`config.mk`:
```
export PLATFORM = sky130hd
export DESIGN_NAME = life_frame_tx
export DESIGN_NICKNAME = d
export VERILOG_FILES = /design/src/rtl/life_pkg.sv /design/src/rtl/ws2812_bit_encoder.sv /design/src/rtl/life_frame_tx.sv
export SDC_FILE = /design/constraint.sdc
export NUM_CORES = 1
export LEC_CHECK = 0
export ABC_AREA = 1
export CAP_MARGIN = 20
export CORE_MARGIN = 4
export CORE_UTILIZATION = 30
export DETAILED_ROUTE_END_ITERATION = 6
export PLACE_DENSITY = 0.48
export SLEW_MARGIN = 5
export SYNTH_ARGS = -nofsm -noshare
export SYNTH_HDL_FRONTEND = slang
export SYNTH_SLANG_ARGS = --single-unit
```
`constraint.sdc`:
```
create_clock -name clk -period 2 [get_ports clk]
set_clock_uncertainty 0.1 [all_clocks]
set_input_delay 0.2 -clock clk [delete_from_list [all_inputs] [get_ports clk]]
set_output_delay 0.2 -clock clk [all_outputs]
set_load 0.01 [all_outputs]
```
`src/rtl/life_pkg.sv`:
```
// Shared types and constants for the life LED frame transmitter.
package life_pkg;

  typedef enum logic [1:0] {
    S_IDLE,
    S_FETCH,
    S_SHIFT,
    S_LATCH
  } tx_state_e;

  localparam logic       TRANSMIT_FRAME = 1'b0;
  localparam logic       IDLE           = 1'b1;
  localparam logic [7:0] DEAD           = 8'h00;
  localparam logic [7:0] ALIVE          = 8'hFF;
  localparam logic [5:0] MAX_PIXELS     = 6'd63;

  // Odd rows run right-to-left on zig-zag wired matrices.
  function automatic logic [5:0] pixel_addr(input logic [5:0] idx, input logic serpentine);
    return (serpentine && idx[3]) ? {idx[5:3], ~idx[2:0]} : idx;
  endfunction

endpackage

```
`src/rtl/ws2812_bit_encoder.sv`:
```
// Shapes one WS2812 bit: a bit_start pulse launches a BIT_CYCLES-long bit in the
// following cycle; bit_done marks its final cycle so the next bit can follow seamlessly.
module ws2812_bit_encoder #(
  parameter int BIT_CYCLES = 15,
  parameter int T0H_CYCLES = 4,
  parameter int T1H_CYCLES = 8
) (
  input  logic clk,
  input  logic rst,
  input  logic bit_value_i,
  input  logic bit_start_i,
  output logic led_out_o,
  output logic bit_done_o
);

  localparam int CW = $clog2(BIT_CYCLES);

  logic [CW-1:0] cnt_q, cnt_d;
  logic          bit_q, bit_d;
  logic          active_q, active_d;
  logic          led_q, led_d;

  always_ff @(posedge clk or posedge rst) begin
    if (rst) begin
      cnt_q    <= '0;
      bit_q    <= 1'b0;
      active_q <= 1'b0;
      led_q    <= 1'b0;
    end else begin
      cnt_q    <= cnt_d;
      bit_q    <= bit_d;
      active_q <= active_d;
      led_q    <= led_d;
    end
  end

  always_comb begin
    cnt_d    = cnt_q;
    bit_d    = bit_q;
    active_d = active_q;
    if (bit_start_i) begin
      cnt_d    = '0;
      bit_d    = bit_value_i;
      active_d = 1'b1;
    end else if (active_q) begin
      if (cnt_q == CW'(BIT_CYCLES - 1)) active_d = 1'b0;
      else                              cnt_d    = cnt_q + 1'b1;
    end
    // The pin value is computed from next state so led_out stays a plain flop output.
    led_d = active_d && (int'(cnt_d) < (bit_d ? T1H_CYCLES : T0H_CYCLES));
  end

  assign led_out_o  = led_q;
  assign bit_done_o = active_q && (cnt_q == CW'(BIT_CYCLES - 1));

endmodule

```
`src/rtl/life_frame_tx.sv`:
```
// Streams one 8x8 life generation from pixel memory to a WS2812 chain.
// Define LIFE_FRAME_TX_SERPENTINE_EN to reverse the column order on odd rows.
module life_frame_tx
  import life_pkg::*;
#(
  parameter int         BIT_CYCLES   = 15,
  parameter int         T0H_CYCLES   = 4,
  parameter int         T1H_CYCLES   = 8,
  parameter int         LATCH_CYCLES = 960,
  parameter int         READ_LATENCY = 1,
  parameter logic [2:0] COLOR_MASK   = 3'b100
) (
  input  logic       clk,
  input  logic       rst,
  input  logic       start,
  output logic [5:0] address,
  input  logic [7:0] read_data,
  output logic       state,
  output logic       led_out,
  output logic       busy,
  output logic       frame_done
);

`ifdef LIFE_FRAME_TX_SERPENTINE_EN
  localparam logic SERPENTINE = 1'b1;
`else
  localparam logic SERPENTINE = 1'b0;
`endif

  localparam int CNT_MAX = ((BIT_CYCLES > LATCH_CYCLES) ? BIT_CYCLES : LATCH_CYCLES) - 1;
  localparam int CNT_W   = $clog2(CNT_MAX + 1);

  tx_state_e        fsm_q, fsm_d;
  logic [5:0]       pix_q, pix_d;
  logic [CNT_W-1:0] cnt_q, cnt_d;
  logic [4:0]       bit_idx_q, bit_idx_d;
  logic [23:0]      shreg_q, shreg_d;
  logic [5:0]       address_q, address_d;
  logic             state_q, state_d;
  logic             busy_q, busy_d;
  logic             done_q, done_d;

  logic        fetch_last, bit_done, last_bit, bit_start;
  logic [23:0] grb;

  assign fetch_last = (fsm_q == S_FETCH) && (cnt_q == CNT_W'(READ_LATENCY - 1));
  assign last_bit   = bit_done && (bit_idx_q == 5'd23);
  assign bit_start  = fetch_last || (bit_done && !last_bit);
  assign grb        = {COLOR_MASK[2] ? read_data : DEAD,
                       COLOR_MASK[1] ? read_data : DEAD,
                       COLOR_MASK[0] ? read_data : DEAD};

  always_ff @(posedge clk or posedge rst) begin
    if (rst) begin
      fsm_q     <= S_IDLE;
      pix_q     <= '0;
      cnt_q     <= '0;
      bit_idx_q <= '0;
      shreg_q   <= '0;
      address_q <= '0;
      state_q   <= IDLE;
      busy_q    <= 1'b0;
      done_q    <= 1'b0;
    end else begin
      fsm_q     <= fsm_d;
      pix_q     <= pix_d;
      cnt_q     <= cnt_d;
      bit_idx_q <= bit_idx_d;
      shreg_q   <= shreg_d;
      address_q <= address_d;
      state_q   <= state_d;
      busy_q    <= busy_d;
      done_q    <= done_d;
    end
  end

  always_comb begin
    fsm_d     = fsm_q;
    pix_d     = pix_q;
    cnt_d     = cnt_q;
    bit_idx_d = bit_idx_q;
    shreg_d   = shreg_q;
    case (fsm_q)
      S_IDLE: begin
        if (start) begin
          fsm_d = S_FETCH;
          pix_d = '0;
          cnt_d = '0;
        end
      end
      S_FETCH: begin
        if (fetch_last) begin
          fsm_d     = S_SHIFT;
          shreg_d   = grb;
          bit_idx_d = '0;
          cnt_d     = '0;
        end else begin
          cnt_d = cnt_q + 1'b1;
        end
      end
      S_SHIFT: begin
        if (last_bit) begin
          cnt_d = '0;
          if (pix_q == MAX_PIXELS) begin
            fsm_d = S_LATCH;
          end else begin
            fsm_d = S_FETCH;
            pix_d = pix_q + 1'b1;
          end
        end else if (bit_done) begin
          bit_idx_d = bit_idx_q + 1'b1;
          shreg_d   = shreg_q << 1;
        end
      end
      S_LATCH: begin
        if (cnt_q == CNT_W'(LATCH_CYCLES - 1)) begin
          fsm_d = S_IDLE;
          cnt_d = '0;
        end else begin
          cnt_d = cnt_q + 1'b1;
        end
      end
      default: fsm_d = S_IDLE;
    endcase
  end

  // Registered outputs are derived from next state so they line up with the FSM.
  always_comb begin
    address_d = address_q;
    if (fsm_q != S_FETCH && fsm_d == S_FETCH) address_d = pixel_addr(pix_d, SERPENTINE);
    state_d = (fsm_d == S_IDLE) ? IDLE : TRANSMIT_FRAME;
    busy_d  = (fsm_d != S_IDLE);
    done_d  = (fsm_d == S_LATCH) && (cnt_d == CNT_W'(LATCH_CYCLES - 1));
  end

  ws2812_bit_encoder #(
    .BIT_CYCLES (BIT_CYCLES),
    .T0H_CYCLES (T0H_CYCLES),
    .T1H_CYCLES (T1H_CYCLES)
  ) u_encoder (
    .clk         (clk),
    .rst         (rst),
    .bit_value_i (shreg_d[23]),
    .bit_start_i (bit_start),
    .led_out_o   (led_out),
    .bit_done_o  (bit_done)
  );

  assign address    = address_q;
  assign state      = state_q;
  assign busy       = busy_q;
  assign frame_done = done_q;

endmodule

```
* Word level (Yosys, flattened, before mapping)
Cells that the tools add are included.
Word-level totals: word-level logic and storage cells 80, input port bits 11, output and inout port bits 10, register bits after elaboration 63
Operators by class: eq/ne operators 14, magnitude comparators 1, muxes and demuxes 32, reduce and logical (&&, ||, !) cells 15, add/sub/neg operators 4
Operator list (number):
- two-way mux 24 bit | 3
- case mux 24 bit (2 select lines) | 1
- two-way mux 10 bit | 4
- case mux 10 bit (4 select lines) | 1
- < comparator 5 x 32 -> 1 bit | 1
- equality test 10 bit, second input constant | 2
- two-way mux 6 bit | 3
- two-way mux 4 bit | 4
- two-way mux 5 bit | 3
- case mux 6 bit (2 select lines) | 1
- adder 10 x 1 -> 10 bit, second input constant | 1
- logical NOT 10 bit | 1
- two-way mux 2 bit | 5
- case mux 5 bit (2 select lines) | 1
- case mux 2 bit (4 select lines) | 1
- logical AND 1 bit | 7
- adder 6 x 1 -> 6 bit, second input constant | 1
- equality test 2 bit, second input constant | 3
- equality test 6 bit, second input constant | 1
- inequality test 2 bit, second input constant | 3
- adder 5 x 1 -> 5 bit, second input constant | 1
- equality test 5 bit, second input constant | 1
- two-way mux 1 bit | 5
- adder 4 x 1 -> 4 bit, second input constant | 1
- 8 further kinds | 11

* Depth between registers and ports, before layout
depth in word-level cells 10, depth in mapped cells 17

* Hierarchy
Synthesis repeated with hierarchy kept, for this count alone.
Second synthesis, totals: cell total of the unflattened synthesis 443, area, all modules 3463.3 um2
By module, submodules not included:
- life_frame_tx | cells an instance 403, seq. area each 1377.6 um2, times used 1, area each 3101.7 um2
- ws2812_bit_encoder | cells an instance 40, seq. area each 175.2 um2, times used 1, area each 361.6 um2

* Least setup slack after synthesis
OpenSTA, ideal clock, no wires.
kind register to register, from register u_encoder.cnt_q[0], to register u_encoder.led_q, in the netlist u_encoder.led_out_o, arrival 1984 ps, data required time 1823 ps, setup slack -161 ps, path buffers 0, cell stages (with the launch flop) 16, cell sequence dfrtp_1 > inv_1 > ha_1 > nand3_2 > nor2_4 > nand2_4 > nor2_8 > nand2_1 > inv_1 > nand2_1 > nand3_1 > nand2_1 > nand2_1 > inv_1 > ha_1 > a21oi_1
RTL lines:
- from (decl) | line ws2812_bit_encoder.sv:18 | logic [CW-1:0] cnt_q, cnt_d;
- from (signal assigned) | line ws2812_bit_encoder.sv:30 | cnt_q <= cnt_d;
- equality test 4 bit (*) | line ws2812_bit_encoder.sv:54 | assign bit_done_o = active_q && (cnt_q == CW'(BIT_CYCLES - 1));
- logical AND 1 bit (*) | line ws2812_bit_encoder.sv:54
- two-way mux 24 bit / logical AND 1 bit (equally long branches) | line life_frame_tx.sv:110, life_frame_tx.sv:47
- two-way mux 24 bit (*) | line life_frame_tx.sv:102 | if (last_bit) begin
- case mux 24 bit (2 select lines) (*) | line life_frame_tx.sv:83 | case (fsm_q)
- named net shreg_d[23] | line life_frame_tx.sv:37 | logic [23:0] shreg_q, shreg_d;
- two-way mux 1 bit (*) | line ws2812_bit_encoder.sv:41 | if (bit_start_i) begin
- named net u_encoder.bit_d | line ws2812_bit_encoder.sv:19 | logic bit_q, bit_d;
- two-way mux 4 bit (*) | line ws2812_bit_encoder.sv:50 | led_d = active_d && (int'(cnt_d) < (bit_d ? T1H_CYCLES : T0H_CYCLES));
- < comparator 5 x 32 -> 1 bit (*) | line ws2812_bit_encoder.sv:50
- logical AND 1 bit (*) | line ws2812_bit_encoder.sv:50
- named net u_encoder.led_d | line ws2812_bit_encoder.sv:21 | logic led_q, led_d;
- to (signal assigned) | line ws2812_bit_encoder.sv:33 | led_q <= led_d;
- to (decl) | line ws2812_bit_encoder.sv:21
The timed path passes the listed nets; every way through them passes the cells marked *. The select of a mux whose other input is x is not followed. A chain may end at the register's enable or synchronous reset.

* Worst setup path after layout
Same ends and word-level chain as after synthesis.

==> flow_summary.html <==
<table>
<tr><th>Metric</th><th>Value</th></tr>
<tr><th colspan="2">Global route</th></tr>
<tr><td>Global-route total usage across every layer</td><td>between 10% and 20%</td></tr>
<tr><td>Largest net degree at the start of global routing</td><td>35</td></tr>
<tr><td>Wire length of the first global-routing pass</td><td>roughly 14 mm</td></tr>
<tr><td>Remaining Overflow, GRT</td><td>0</td></tr>
<tr><td>Initial antenna violation count</td><td>0</td></tr>
<tr><td>Via count of the first global-routing pass</td><td>slightly above 3000</td></tr>
<tr><th colspan="2">Placed design</th></tr>
<tr><td>DP Wirelength</td><td>~6.0 mm</td></tr>
<tr><td>Gpl congestion</td><td>approximately 0.79</td></tr>
<tr><td>Post-DP Area</td><td>around 4200 sq um</td></tr>
<tr><td>Count of buffers from port buffering</td><td>20</td></tr>
<tr><th colspan="2">Floorplan</th></tr>
<tr><td>Area of the core region</td><td>10940 sq um</td></tr>
<tr><td># IOs</td><td>21</td></tr>
<tr><td>Die Area</td><td>~13000 sq um</td></tr>
<tr><td>Starting Density</td><td>a little under a third</td></tr>
<tr><td>Standard-cell rows</td><td>38</td></tr>
<tr><td>Die width</td><td>114.2 um</td></tr>
<tr><td>Die boundary height</td><td>114.2 um</td></tr>
<tr><th colspan="2">Routing</th></tr>
<tr><td>Remaining antenna violation count after routing</td><td>0</td></tr>
<tr><td>Final routed wirelength across all metal layers</td><td>~8.6 mm</td></tr>
<tr><td>Wl on met1</td><td>around 4.3 mm</td></tr>
<tr><td>Met2 WL post-DR</td><td>slightly below 4 mm</td></tr>
<tr><td>Residual DRC count</td><td>0</td></tr>
<tr><td>Highest Signal Layer</td><td>met4</td></tr>
<tr><td>Average vias per placed instance</td><td>4.542</td></tr>
<tr><td>Detailed-route wire length per cell</td><td>roughly 13 um</td></tr>
<tr><td>Via count</td><td>slightly above 3000</td></tr>
<tr><td>Starting DRT DRC Count</td><td>between 100 and 150</td></tr>
<tr><td>Met3 Wirelength</td><td>242 um</td></tr>
<tr><td>Detailed Routing Iterations Pass 1</td><td>4</td></tr>
<tr><th colspan="2">Timing</th></tr>
<tr><td>Final worst setup slack</td><td>-0.001339 ns</td></tr>
<tr><td>Sum of negative setup slack</td><td>-0.001339 ns</td></tr>
<tr><td>Highest clock frequency the design can meet</td><td>between 400 and 500 MHz</td></tr>
<tr><td>Slew at the pin with the worst max-slew slack</td><td>~0.46 ns</td></tr>
<tr><td>Endpoints failing hold</td><td>0</td></tr>
<tr><td>Slew headroom</td><td>between 60% and 70%</td></tr>
<tr><td>Post-route clock period utilization</td><td>100.1%</td></tr>
<tr><td>Post-route minimum period</td><td>2.001 ns</td></tr>
<tr><td>Number of endpoints failing setup at the final stage</td><td>1</td></tr>
<tr><td>Max-slew violation total from the final report</td><td>0</td></tr>
<tr><td>Hold_ws</td><td>approximately 0.15 ns</td></tr>
<tr><td>Unrepaired setup endpoints after global routing</td><td>true</td></tr>
<tr><th colspan="2">Worst hold path</th></tr>
<tr><td>Worst min-delay path category</td><td>in -&gt; async</td></tr>
<tr><th colspan="2">Synthesis</th></tr>
<tr><td>Synthesized net count</td><td>about 450</td></tr>
<tr><td>Sequential share of the synthesized area</td><td>a little under half</td></tr>
<tr><td>Synth area leaders</td><td>dfrtp_1 (45%), nand2_1 (15%), nand3_1 (5.5%)</td></tr>
<tr><td>Most instantiated library cell after synthesis</td><td>nand2_1</td></tr>
<tr><td>Top post-synthesis cells by count</td><td>nand2_1 (133), dfrtp_1 (61), inv_1 (49)</td></tr>
<tr><td>Register bit count reported by yosys</td><td>62</td></tr>
<tr><td>Synthesized instance count</td><td>about 420</td></tr>
<tr><td>Count of flip-flops with a built-in enable after synthesis</td><td>0</td></tr>
<tr><td>Proportion of netlist area held by the largest area contributor</td><td>~45%</td></tr>
<tr><td>Share of async-settable or async-resettable flops after synthesis</td><td>100.0%</td></tr>
<tr><td>Synth warnings</td><td>0</td></tr>
<tr><td>Number of distinct library cells after synthesis</td><td>38</td></tr>
<tr><td>Syn Area/Cell</td><td>about 8 sq um</td></tr>
<tr><td>Mapped Area</td><td>around 3400 sq um</td></tr>
<tr><td>Post-synth top flop</td><td>dfrtp_1</td></tr>
<tr><td>Most area-hungry cell type in the Yosys netlist</td><td>dfrtp_1</td></tr>
<tr><th colspan="2">Pwr</th></tr>
<tr><td>Lkg Pwr</td><td>approximately 2.5 nW</td></tr>
<tr><td>Final total power</td><td>approximately 3 mW</td></tr>
<tr><td>Switch Pwr</td><td>roughly 0.64 mW</td></tr>
<tr><td>IR Drop Worst-Case VDD</td><td>473.5 uV</td></tr>
<tr><td>Power share of the sequential group</td><td>41.6%</td></tr>
<tr><td>Total power per unit cell area</td><td>slightly above 600 nW/um^2</td></tr>
<tr><td>Fraction of power spent switching nets</td><td>approximately a fifth</td></tr>
<tr><td>Cell-internal power</td><td>about 2.4 mW</td></tr>
<tr><td>Portion of total power attributed to the clock network</td><td>56.6%</td></tr>
<tr><td>Gate power share</td><td>1.7%</td></tr>
<tr><th colspan="2">Critical path</th></tr>
<tr><td>Critical path required time</td><td>between 2 and 2.5 ns</td></tr>
<tr><td>Depth of the worst register-to-register path</td><td>15</td></tr>
<tr><td>Largest driver fanout on the critical path</td><td>3</td></tr>
<tr><td>Critical path type</td><td>reg -&gt; reg</td></tr>
<tr><td>Crit end category</td><td>flip-flop</td></tr>
<tr><td>Worst Setup Start Kind</td><td>flip-flop</td></tr>
<tr><td>Worst Path Arrival</td><td>approximately 2.1 ns</td></tr>
<tr><th colspan="2">Finish</th></tr>
<tr><td>Area growth from synthesis to layout</td><td>47.36%</td></tr>
<tr><td>Post-layout net count</td><td>556</td></tr>
<tr><td>Fraction of final layout cells sized beyond drive strength 1</td><td>34.69%</td></tr>
<tr><td>Inserted Diodes</td><td>0</td></tr>
<tr><td>Non-Filler Cell Area, Final</td><td>around 5000 sq um</td></tr>
<tr><td>Filler Cells Inserted</td><td>about 1100</td></tr>
<tr><td>Core Util, Final</td><td>45.61%</td></tr>
<tr><th colspan="2">Clock tree</th></tr>
<tr><td>CTS tree</td><td>done</td></tr>
<tr><td>Maximum buffer depth of the clock tree</td><td>2</td></tr>
<tr><td>Maximum level of the CTS H-tree</td><td>3</td></tr>
<tr><td>Clock network latency to the later pin of the worst-skew pair</td><td>about 0.33 ns</td></tr>
<tr><td>Post-CTS clock slew at the launch and capture registers of the worst setup and hold paths</td><td>0.06 ns</td></tr>
<tr><td>Clk sink count</td><td>62</td></tr>
<tr><td>Cell at the root of the clock tree</td><td>clkbuf_16</td></tr>
<tr><td>Number of buffers inserted during clock tree synthesis</td><td>9</td></tr>
<tr><th colspan="2">Outcome</th></tr>
<tr><td>Failing checks</td><td>setup timing</td></tr>
<tr><td>Run status</td><td>finished, violations left</td></tr>
<tr><th colspan="2">Run</th></tr>
<tr><td>Maxcap violations</td><td>0</td></tr>
</table>
==> area by class of cell <==
cell class                      instances  area, sq um  share of cell area (%)
Sequential cell                        62         1553                   31.13
Tap cell                              140        175.2                   3.512
Clock buffer                            9        225.2                   4.516
Timing Repair Buffer                  109        908.4                   18.21
Clock inverter                          7        97.59                   1.957
Inverter                               54        210.2                   4.215
Multi-Input combinational cell        298         1818                   36.45
==> worst max-delay path, stage by stage (launching register included) <==
cell	delay [ns]
dfrtp_1	0.39
inv_2	0.08
ha_4	0.15
nand3_4	0.08
nor2_4	0.14
nand2_4	0.09
nor2_8	0.14
nand2_4	0.06
inv_2	0.06
nand2_2	0.05
nand3_2	0.06
nand2_2	0.07
nand2_2	0.09
inv_2	0.05
ha_4	0.25
a21oi_2	0.04
==> worst paths after layout <==
kind | start | to | slack (ns)
min in group clk | address[0] | address[0] | 0.37
max in group asynchronous | rst | address[2] | 1.27
worst max register to register | u_encoder.cnt_q[0] | u_encoder.led_out_o | -0.001
worst min-delay path | rst | shreg_q[12] | 0.15
worst max-delay path | u_encoder.cnt_q[0] | u_encoder.led_out_o | -0.001
worst min register to register | address[0] | address[0] | 0.37
==> stage by stage <==
step / cells / worst slack (ns)
detailed placement: 637 / -0.1115
floorplan: 424 / -0.04540
global placement: 637 / -0.07782
global route: 679 / -0.1181
CTS: 664 / -0.006505
finish: 679 / -0.001339
==> state kept, by name, indices dropped and copies added, names as in the netlist <==
register,flops
shreg_q,23
cnt_q,10
address,6
pix_q,6
bit_idx_q,5
u_encoder.cnt_q,4
fsm_q,2
busy,1
frame_done,1
state,1
u_encoder.active_q,1
u_encoder.bit_q,1
u_encoder.led_out_o,1
==> kinds of logic (layout without fill, tap and decap cells) <==
| group | count (synthesis) | after routing | synth area share [%] |
|---|---|---|---|
| simple gates | 213 | 213 | 28.17 |
| compound gates | 66 | 66 | 11.90 |
| buf+inv | 64 | 179 | 7.911 |
| flops | 62 | 62 | 45.88 |
| fa+ha+maj | 11 | 11 | 4.066 |
| xor+xnor | 8 | 8 | 2.070 |
==> layout by cell type (no fill, tap or decap), types with 3 or more instances in the layout <==
| master | n |
|---|---|
| a21oi_2 | 5 |
| clkbuf_16 | 9 |
| o21ai_0 | 13 |
| inv_4 | 3 |
| o21ai_2 | 3 |
| ha_4 | 3 |
| nor2_2 | 5 |
| inv_1 | 39 |
| nand2_4 | 9 |
| nor2_4 | 4 |
| o21ai_1 | 13 |
| nand4_1 | 3 |
| dfrtp_1 | 61 |
| nand2_1 | 113 |
| nand3_2 | 7 |
| nand3_1 | 30 |
| buf_4 | 83 |
| clkdlybuf4s50_1 | 20 |
| a21oi_1 | 14 |
| ha_1 | 7 |
| nor2_1 | 16 |
| xor2_1 | 6 |
| buf_6 | 4 |
| nand2_2 | 17 |
| inv_2 | 12 |
| a22o_1 | 6 |
==> power by group through the flow <==
| stage | Combinational (mW) | Clock [mW] | Sequential, mW |
|---|---|---|---|
| 2_1_floorplan | 0.0196 | 0 | 1.28 |
| 3_3_place_gp | 0.0552 | 0 | 1.28 |
| 3_5_place_dp | 0.0556 | 0 | 1.28 |
| 4_1_cts | 0.0557 | 1.73 | 1.25 |
| 5_1_grt | 0.0597 | 1.80 | 1.25 |
| 6_report | 0.0522 | 1.71 | 1.25 |
==> layer usage <==
layer / up-vias / GRT usage [%]
li1: 1586 / -
met1: 1452 / 19.30
met2: 40 / 20.26
met3: 6 / 3.541
met4: 0 / 3.563
met5: - / 0
==> timing repair <==
action / in CTS / in global routing
endpoints found under the setup margin: 26 / 38
resized for setup: 11 / 65
cloned: 0 / 0
buffers inserted: 11 / 17
pin swaps: 10 / 18
hold buffers: 0 / 0
Power figures use the tool's default switching activity.
